### src/rtl/param_event_counter.sv
// param_event_counter
//   Multi-channel event counter with a single request/acknowledge readout port.
//   Each channel counts its inc_i strobe, either wrapping (with a sticky
//   overflow flag) or saturating at the maximum value. A read captures the
//   selected counter and its overflow flag into a holding register, which is
//   presented until the consumer acknowledges. Optionally, an accepted read
//   zeroes the selected channel.
//
// Ports
//   clk          rising-edge clock
//   rst_n        asynchronous active-low reset
//   inc_i        per-channel increment strobe
//   clr_i        synchronous clear of all counters and overflow flags
//   rd_req_i     read request (accepted only in IDLE)
//   rd_sel_i     channel to read, sampled with rd_req_i
//   rd_ack_i     consumer acknowledge of presented data
//   rd_valid_o   rd_data_o / rd_ovf_o / rd_err_o valid
//   rd_data_o    captured counter value
//   rd_ovf_o     captured overflow flag
//   rd_err_o     requested channel does not exist
//   busy_o       FSM in PRESENT
//
// States
//   IDLE    | waiting for rd_req_i; next request is captured on the edge it is seen
//   PRESENT | captured data held on the read outputs until rd_ack_i
module param_event_counter #(
  parameter int WIDTH         = 8,
  parameter int CHANNELS      = 4,
  parameter bit SATURATE      = 1'b0,
  parameter bit CLEAR_ON_READ = 1'b0,
  parameter int RESET_VALUE   = 0,
  localparam int SEL_W        = (CHANNELS > 1) ? $clog2(CHANNELS) : 1
) (
  input  logic                clk,
  input  logic                rst_n,
  input  logic [CHANNELS-1:0] inc_i,
  input  logic                clr_i,
  input  logic                rd_req_i,
  input  logic [SEL_W-1:0]    rd_sel_i,
  input  logic                rd_ack_i,
  output logic                rd_valid_o,
  output logic [WIDTH-1:0]    rd_data_o,
  output logic                rd_ovf_o,
  output logic                rd_err_o,
  output logic                busy_o
);

  typedef enum logic {
    IDLE    = 1'b0,
    PRESENT = 1'b1
  } state_e;

  localparam logic [WIDTH-1:0] CNT_MAX = '1;
  localparam logic [WIDTH-1:0] CNT_RST = WIDTH'(RESET_VALUE);
  localparam logic [WIDTH-1:0] CNT_ONE = WIDTH'(1);
  // One extra bit so CHANNELS itself is representable (e.g. 16 with SEL_W=4).
  localparam logic [SEL_W:0]   CH_LIM  = (SEL_W + 1)'(CHANNELS);

  state_e              state_q, state_d;
  logic [WIDTH-1:0]    cnt_q [CHANNELS];
  logic [WIDTH-1:0]    cnt_d [CHANNELS];
  logic [CHANNELS-1:0] ovf_q, ovf_d;
  logic [WIDTH-1:0]    data_q, data_d;
  logic                rd_ovf_q, rd_ovf_d;
  logic                err_q, err_d;

  logic                accept;
  logic                sel_legal;
  logic                rd_clear;
  logic [SEL_W-1:0]    sel_idx;
  logic [WIDTH-1:0]    sel_cnt;
  logic                sel_ovf;

  // With a single channel the select input carries no information.
  assign sel_idx   = (CHANNELS == 1) ? '0 : rd_sel_i;
  assign sel_legal = (CHANNELS == 1) ? 1'b1 : ({1'b0, rd_sel_i} < CH_LIM);
  assign accept    = (state_q == IDLE) && rd_req_i;
  assign rd_clear  = CLEAR_ON_READ && accept && sel_legal;

  // Loop-based mux keeps out-of-range selects from indexing past the array.
  always_comb begin
    sel_cnt = '0;
    sel_ovf = 1'b0;
    for (int k = 0; k < CHANNELS; k++) begin
      if (sel_idx == SEL_W'(k)) begin
        sel_cnt = cnt_q[k];
        sel_ovf = ovf_q[k];
      end
    end
  end

  always_comb begin
    cnt_d = cnt_q;
    ovf_d = ovf_q;
    for (int k = 0; k < CHANNELS; k++) begin
      if (clr_i) begin
        cnt_d[k] = CNT_RST;
        ovf_d[k] = 1'b0;
      end else if (rd_clear && (sel_idx == SEL_W'(k))) begin
        // Same-cycle increment is not lost: the cleared counter starts at 1.
        cnt_d[k] = inc_i[k] ? CNT_ONE : '0;
        ovf_d[k] = 1'b0;
      end else if (inc_i[k]) begin
        if (cnt_q[k] == CNT_MAX) begin
          ovf_d[k] = 1'b1;
          cnt_d[k] = SATURATE ? CNT_MAX : '0;
        end else begin
          cnt_d[k] = cnt_q[k] + CNT_ONE;
        end
      end
    end
  end

  always_comb begin
    state_d  = state_q;
    data_d   = data_q;
    rd_ovf_d = rd_ovf_q;
    err_d    = err_q;
    case (state_q)
      IDLE: begin
        if (rd_req_i) begin
          state_d  = PRESENT;
          data_d   = sel_legal ? sel_cnt : '0;
          rd_ovf_d = sel_legal & sel_ovf;
          err_d    = ~sel_legal;
        end
      end
      PRESENT: begin
        // Data and overflow stay on the bus after ack; only err is retired.
        if (rd_ack_i) begin
          state_d = IDLE;
          err_d   = 1'b0;
        end
      end
      default: state_d = IDLE;
    endcase
  end

  always_ff @(posedge clk or negedge rst_n) begin
    if (!rst_n) begin
      state_q  <= IDLE;
      data_q   <= '0;
      rd_ovf_q <= 1'b0;
      err_q    <= 1'b0;
      ovf_q    <= '0;
      for (int k = 0; k < CHANNELS; k++) begin
        cnt_q[k] <= CNT_RST;
      end
    end else begin
      state_q  <= state_d;
      data_q   <= data_d;
      rd_ovf_q <= rd_ovf_d;
      err_q    <= err_d;
      ovf_q    <= ovf_d;
      cnt_q    <= cnt_d;
    end
  end

  assign rd_valid_o = (state_q == PRESENT);
  assign busy_o     = (state_q == PRESENT);
  assign rd_data_o  = data_q;
  assign rd_ovf_o   = rd_ovf_q;
  assign rd_err_o   = err_q;

endmodule

### config.mk
export PLATFORM = sky130hd
export DESIGN_NAME = param_event_counter
export DESIGN_NICKNAME = d
export VERILOG_FILES = /design/src/rtl/param_event_counter.sv
export SDC_FILE = /design/constraint.sdc
export NUM_CORES = 1
export LEC_CHECK = 0
export ABC_CLOCK_PERIOD_IN_PS = 1600
export CORE_UTILIZATION = 40
export CTS_CLUSTER_DIAMETER = 60
export DETAILED_ROUTE_END_ITERATION = 10
export GPL_ROUTABILITY_DRIVEN = 0
export GPL_TIMING_DRIVEN = 0
export MAX_ROUTING_LAYER = met4
export SLEW_MARGIN = 20
export SYNTH_ARGS = -nofsm -noshare
export SYNTH_HDL_FRONTEND = slang
export SYNTH_SLANG_ARGS = --single-unit
### constraint.sdc
create_clock -name clk -period 1.6 [get_ports clk]
set_input_delay 0.32 -clock clk [delete_from_list [all_inputs] [get_ports clk]]
set_output_delay 0.32 -clock clk [all_outputs]
set_load 0.005 [all_outputs]
==> results.yml <==
grt:
  grt_overflow: 0
  grt_use_met3: 0.0343
  grt-busiest-layer: "met2"
  grt.total_usage: 0.181
  use_met2: 0.266
  antenna_found_initial: 0
  grt_max_degree: 25
  grt_pass1_wl_mm: 8.45
  met1_usage: 0.260
  grt_pass1_vias: 1595
layout:
  fin_cells: 309
  synthToLayoutAreaGrowth_pct: 15.0
  layout_commonest_cell: "dfrtp_1"
  drive_gt1_frac: 0.181
  antenna_cells: 0
  final_cell_mix: "dfrtp_1, nor2_1, nand2_1, clkdlybuf4s50_1, xor2_1"
  fin_nets: 251
timing:
  whs_ps: 12.1
  period_share: 0.963
  fin_tns_setup_ps: 0
  setup_slack_ps: 58.6
  fin_crit_ps: 1540
  slew_headroom: 0.614
  rsz0062_at_grt: "false"
  finClkSkew_ps: 5.19
  hold_viol_final: 0
  worst_pin_slew_ps: 579
  fmax_mhz: 649
  maxSlewViolCount: 0
  setup-violations-final: 0
critical_path:
  path_depth: 4
  ff2ff_path_depth: 4
  crit_slowest_cell: "clkdlybuf4s50_1"
  cp_num_buf_inv: 1
  path_delay_family: "buffers and inverters"
  arrival_ps: 1760
  critical-path-max-stage-delay_ps: 640
  cp_max_fo: 5
  cp-end-kind: "register"
  critPathLaunchType: "input port"
  worst-setup-path-type: "input port to register"
  cp_cell_sequence: "clkdlybuf4s50_1 -> o2111ai_2 -> or3_1 -> a31oi_1"
  crit_required_ps: 1820
placement:
  dp_hpwl_mm: 3.73
  dp.cells: 301
  place_ws_ps: -299
  port-buffer-count: 15
clock_network:
  cts_root_buffer: "clkbuf_8"
  numCtsBuffers: 5
  clk_latency_ps: 290
  clock_sinks: 46
  clk_pin_slew_worst_paths_ps: 90
  postCtsHoldBufs: 0
  cts_tree: "built"
  cts_buffer_depth: 2
  h-tree-depth: 2
detailed_routing:
  avgRoutedWirePerCell_um: 16.2
  drt_wl_total_mm: 5.02
  drc_errors: 0
  drt_pass1_iterations: 4
  drtIter0Drc: 147
  antenna_left: 0
  vias: 1726
  vias_per_cell: 5.59
die:
  die_height_um: 79.8
  fp.dieW_um: 79.8
  ios: 23
  rows: 27
  core_mm2: 0.00568
  die_area_mm2: 0.00637
  initial_core_util: 0.427
logic_synthesis:
  synth_warnings: 0
  syn_area_per_cell_um2: 11.4
  synth_seq_cells: 46
  syn_area_mm2: 0.00242
  synth.distinct_cells: 38
  ys_top_cells_by_area: "dfrtp_1, mux4_1, mux2_2"
  yosysTopAreaCell: "dfrtp_1"
  synth_top_area_frac: 0.475
  synth_nets: 228
  ys_seq_area_frac: 0.475
  synth_cells: 213
power_and_ir_drop:
  power_density_mw_per_mm2: 822
  cellLeakagePower_nw: 1.16
  peakVddDrop_mv: 0.532
  fin_total_pwr_mw: 2.29
outcome:
  status: "complete, no violations"
worst_hold_path:
  hp-class: "input port to asynchronous set/reset pin"
flow_run:
  maxCapViolations: 0
==> report_power, final <==
group	leakage, nW	switching [mW]	total [mW]	internal [mW]
registers	0.628	0.0569	1.27	1.21
clock network	0.0472	0.392	0.740	0.348
logic	0.482	0.126	0.281	0.156
==> metal layers <==
metal,share of wire,vias up
met4,0.0032,0
met2,0.45,36
met1,0.51,853
met5,0,-
li1,-,835
met3,0.031,2
==> cell families after synthesis <==
| kind of cell | share of synthesized area |
|---|---|
| AO/OA/AOI/OAI | 0.103 |
| XOR/XNOR | 0.0578 |
| flip-flops | 0.475 |
| adder cells (fa/ha/maj) | 0.0207 |
| AND/OR/NAND/NOR | 0.149 |
| buffers and inverters | 0.0434 |
| other | 0.00155 |
| multiplexers | 0.150 |
==> cell usage after synthesis <==
library cell,number
and2_1,1
mux4_1,5
nand3_1,9
a31oi_1,3
buf_2,3
or3_2,1
xor2_1,11
conb_1,1
nor2b_1,1
inv_1,4
dfrtp_1,46
nand3_2,1
a21oi_1,9
ha_1,4
or4_1,2
o32ai_1,1
mux4_2,4
buf_4,2
nor2_1,17
buf_6,4
nand2_1,14
a41oi_1,1
o21ba_2,4
o211ai_1,4
o31ai_1,2
o2111ai_2,1
nor3_1,9
nand4_1,9
o2111ai_1,2
clkbuf_1,4
o21ai_0,5
mux2i_1,4
or3_1,7
mux2_2,9
and4_1,1
xnor2_1,5
a211oi_1,2
a41o_1,1
==> layout make-up <==
type	instances	area [um2]
buffer	12	85.1
fill	516	2890
tap	72	90.1
inverter	4	15.0
timing repair buffer	17	180
multi-input combinational	150	1170
sequential	46	1150
clock inverter	2	12.5
clock buffer	6	82.6
==> through the flow <==
| step | area, um2 | util |
|---|---|---|
| floorplan | 2420 | - |
| global placement | 2660 | 0.469 |
| detailed placement | 2690 | 0.473 |
| CTS | 2780 | 0.490 |
| global route | 2790 | 0.491 |
| finish | 2790 | 0.491 |
==> state kept, by name, summed over array words and instances, names as in the netlist <==
name / count
cnt_q: 32
ovf_q: 4
rd_data_o: 8
rd_ovf_o: 1
busy_o: 1
==> path summary, 6_finish.rpt <==
check,start,to,slack (ps)
max,clr_i,cnt_q[31]$_DFFE_PN0P_,60
max reg2reg,cnt_q[8]$_DFFE_PN0P_,ovf_q[2]$_DFFE_PN0P_,110
min in group clk,inc_i[1],cnt_q[16]$_DFFE_PN0P_,320
max in group asynchronous,rst_n,cnt_q[19]$_DFFE_PN0P_,1060
min,rst_n,cnt_q[30]$_DFFE_PN0P_,10
min reg2reg,rd_data_o[5]$_DFFE_PN0P_,rd_data_o[5]$_DFFE_PN0P_,510
==> repair_timing <==
item / 4_1_cts / 5_1_grt
resized for setup: 0 / 6
endpoints found under the setup margin: 1 / 6
buffers inserted: 1 / 0
gates cloned: 0 / 0
Power figures use the tool's default switching activity.
==> edit (same flow settings) <==
The parameter `SATURATE` goes from 1'b0 to 1'b1.
--- a/src/rtl/param_event_counter.sv
+++ b/src/rtl/param_event_counter.sv
@@ -26,7 +26,7 @@
 module param_event_counter #(
   parameter int WIDTH         = 8,
   parameter int CHANNELS      = 4,
-  parameter bit SATURATE      = 1'b0,
+  parameter bit SATURATE      = 1'b1,
   parameter bit CLEAR_ON_READ = 1'b0,
   parameter int RESET_VALUE   = 0,
   localparam int SEL_W        = (CHANNELS > 1) ? $clog2(CHANNELS) : 1
Check against the original RTL: same outputs for any inputs over 10 cycles, from zero or initial values and one cycle with rst_n low; that may be too few to reach the edited logic, so the function may still have changed.
==> edit against the original RTL <==
  * Critical path depth is the same
  * Routed wire length grew 13%
  * Setup slack gained 7.3 ps
  * Synthesized area grew 3.4%
  * First-iteration DRC count shrank 43%
  * Design area grew 3.3%
  * Hold slack lost 3.4 ps
  * Sequential cell count is the same
  * Power shrank 1.8%
  * Via count grew 9.8%
  * Critical endpoint is now cnt_q[9]
==> edit: results <==
set metrics [dict create \
    status "completed" \
    drtIter0Drc 84 \
    path_max_fanout 6 \
    grt_first_pass_wirelength_um 9470 \
    synth_mux_area_frac 0.135 \
    synth_fa_ha_area_frac 0.0200 \
    cts_max_level 2 \
    largest_reg_flops 32 \
    gr-usage-all-layers 0.202 \
    r2r_cells 4 \
    place_area_mm2 0.00276 \
    antenna_found_initial 0 \
    clockRootBuffer "clkbuf_8" \
    clk_latency_ps 300 \
    skew_ps 5.16 \
    synth_compound_area_frac 0.166 \
    regMostFlops "cnt_q" \
    cts_buffers 5 \
    n_fill_cell 555 \
    via_per_inst 5.82 \
    cp-startpoint "cnt_q[8]" \
    first_global_vias 1789 \
    diodes 0 \
    grt_max_degree 25 \
    dp_hpwl_um 4090 \
    syn_nets 241 \
    max-clock-path-buffers 2 \
    worstMarginPinSlew_ps 604 \
    async_reset_ff_frac 1.00 \
    wl_um 5690 \
    pre_cts_ws_ps -98.4 \
    port_buffers 15 \
    leakage_nw 1.21 \
    clk_pin_slew_ps 90 \
    hp-class "primary input to asynchronous set/reset pin" \
    ys.flop_type "dfrtp_1" \
    r2r-end "cnt_q[9]" \
    ys_top_cells_by_count "dfrtp_1, a21oi_1, a31oi_1" \
    ys_seq_area_frac 0.460 \
    finish.net_count 265 \
    ys_warn_count 0 \
    dr.pass1.iters 4 \
    rrSetupSlack_ps 70 \
    irDropWorstVdd_mv 0.369 \
    synth_xor_area_frac 0 \
    synth_top_area_frac 0.460 \
    final_layout_size_suffix_gt1_frac 0.195 \
    timing.hold.ws_ps 8.75 \
    synthDistinctLibCells 38 \
    yosys-top-cells-area "dfrtp_1, mux4_2, mux2_4" \
]
## edit: cell count changes in the layout (fill, tap and decap cells not counted), moves of 8 or more
cell      unedited run  this run
a211oi_1             2        10
mux2_4               0         9
mux2_2               9         0
xor2_1              11         0
and3_1               0         9
a31oi_1              3        13
## edit: worst max-delay path by stage
| stage | cells after the start | slack, ps | to |
|---|---|---|---|
| floorplan | 4 | 220 | cnt_q[9] |
| global placement | 1 | -1200 | rd_data_o[2] |
| detailed placement | 4 | -100 | rd_data_o[2] |
| CTS | 4 | 10 | cnt_q[30] |
| global route | 4 | 1 | cnt_q[14] |
| finish | 4 | 70 | cnt_q[9] |
## edit: where the power goes
group          switching, mW  internal [mW]
Clock                  0.390          0.349
Combinational          0.131          0.138
Sequential            0.0400           1.20
Total                  0.561           1.69
## edit: per-layer routing
metal,vias up,global-route usage,part of all wire
met2,44,0.294,0.45
li1,924,-,-
met5,-,-,0
met3,7,0.0438,0.047
met4,0,0.0554,0.010
met1,921,0.285,0.49
## edit: critical path, stage by stage (launching register included)
cell and delay (ps):
dfrtp_1 460, ha_2 250, inv_1 60, or3_4 420, a311oi_2 260
## edit: metrics by stage
step	cells	TNS (ps)	util
2_1_floorplan	226	0	-
3_3_place_gp	316	-56230	0.459
3_5_place_dp	317	-1040	0.461
4_1_cts	326	0	0.478
5_1_grt	326	0	0.480
6_report	326	0	0.480
## edit: cell families after synthesis
group,Yosys count
AOI/OAI and AO/OA,62
muxes,18
adders and majority gates,4
other,1
DFF,46
and+or+nand+nor,70
buffers and inverters,25
## edit: cell type report
cell class / count / share of cell area
clock inverters: 1 / 0.00174
clock buffers: 7 / 0.0300
inverters: 8 / 0.0104
repair buffers: 17 / 0.0596
well taps: 75 / 0.0326
flip-flops and latches: 46 / 0.401
plain buffers: 17 / 0.0313
multi-input cells: 155 / 0.433
## edit: repair_timing
item	4_1_cts	5_1_grt
buffers inserted	1	0
gates resized for setup	1	6
setup endpoints to repair	1	4
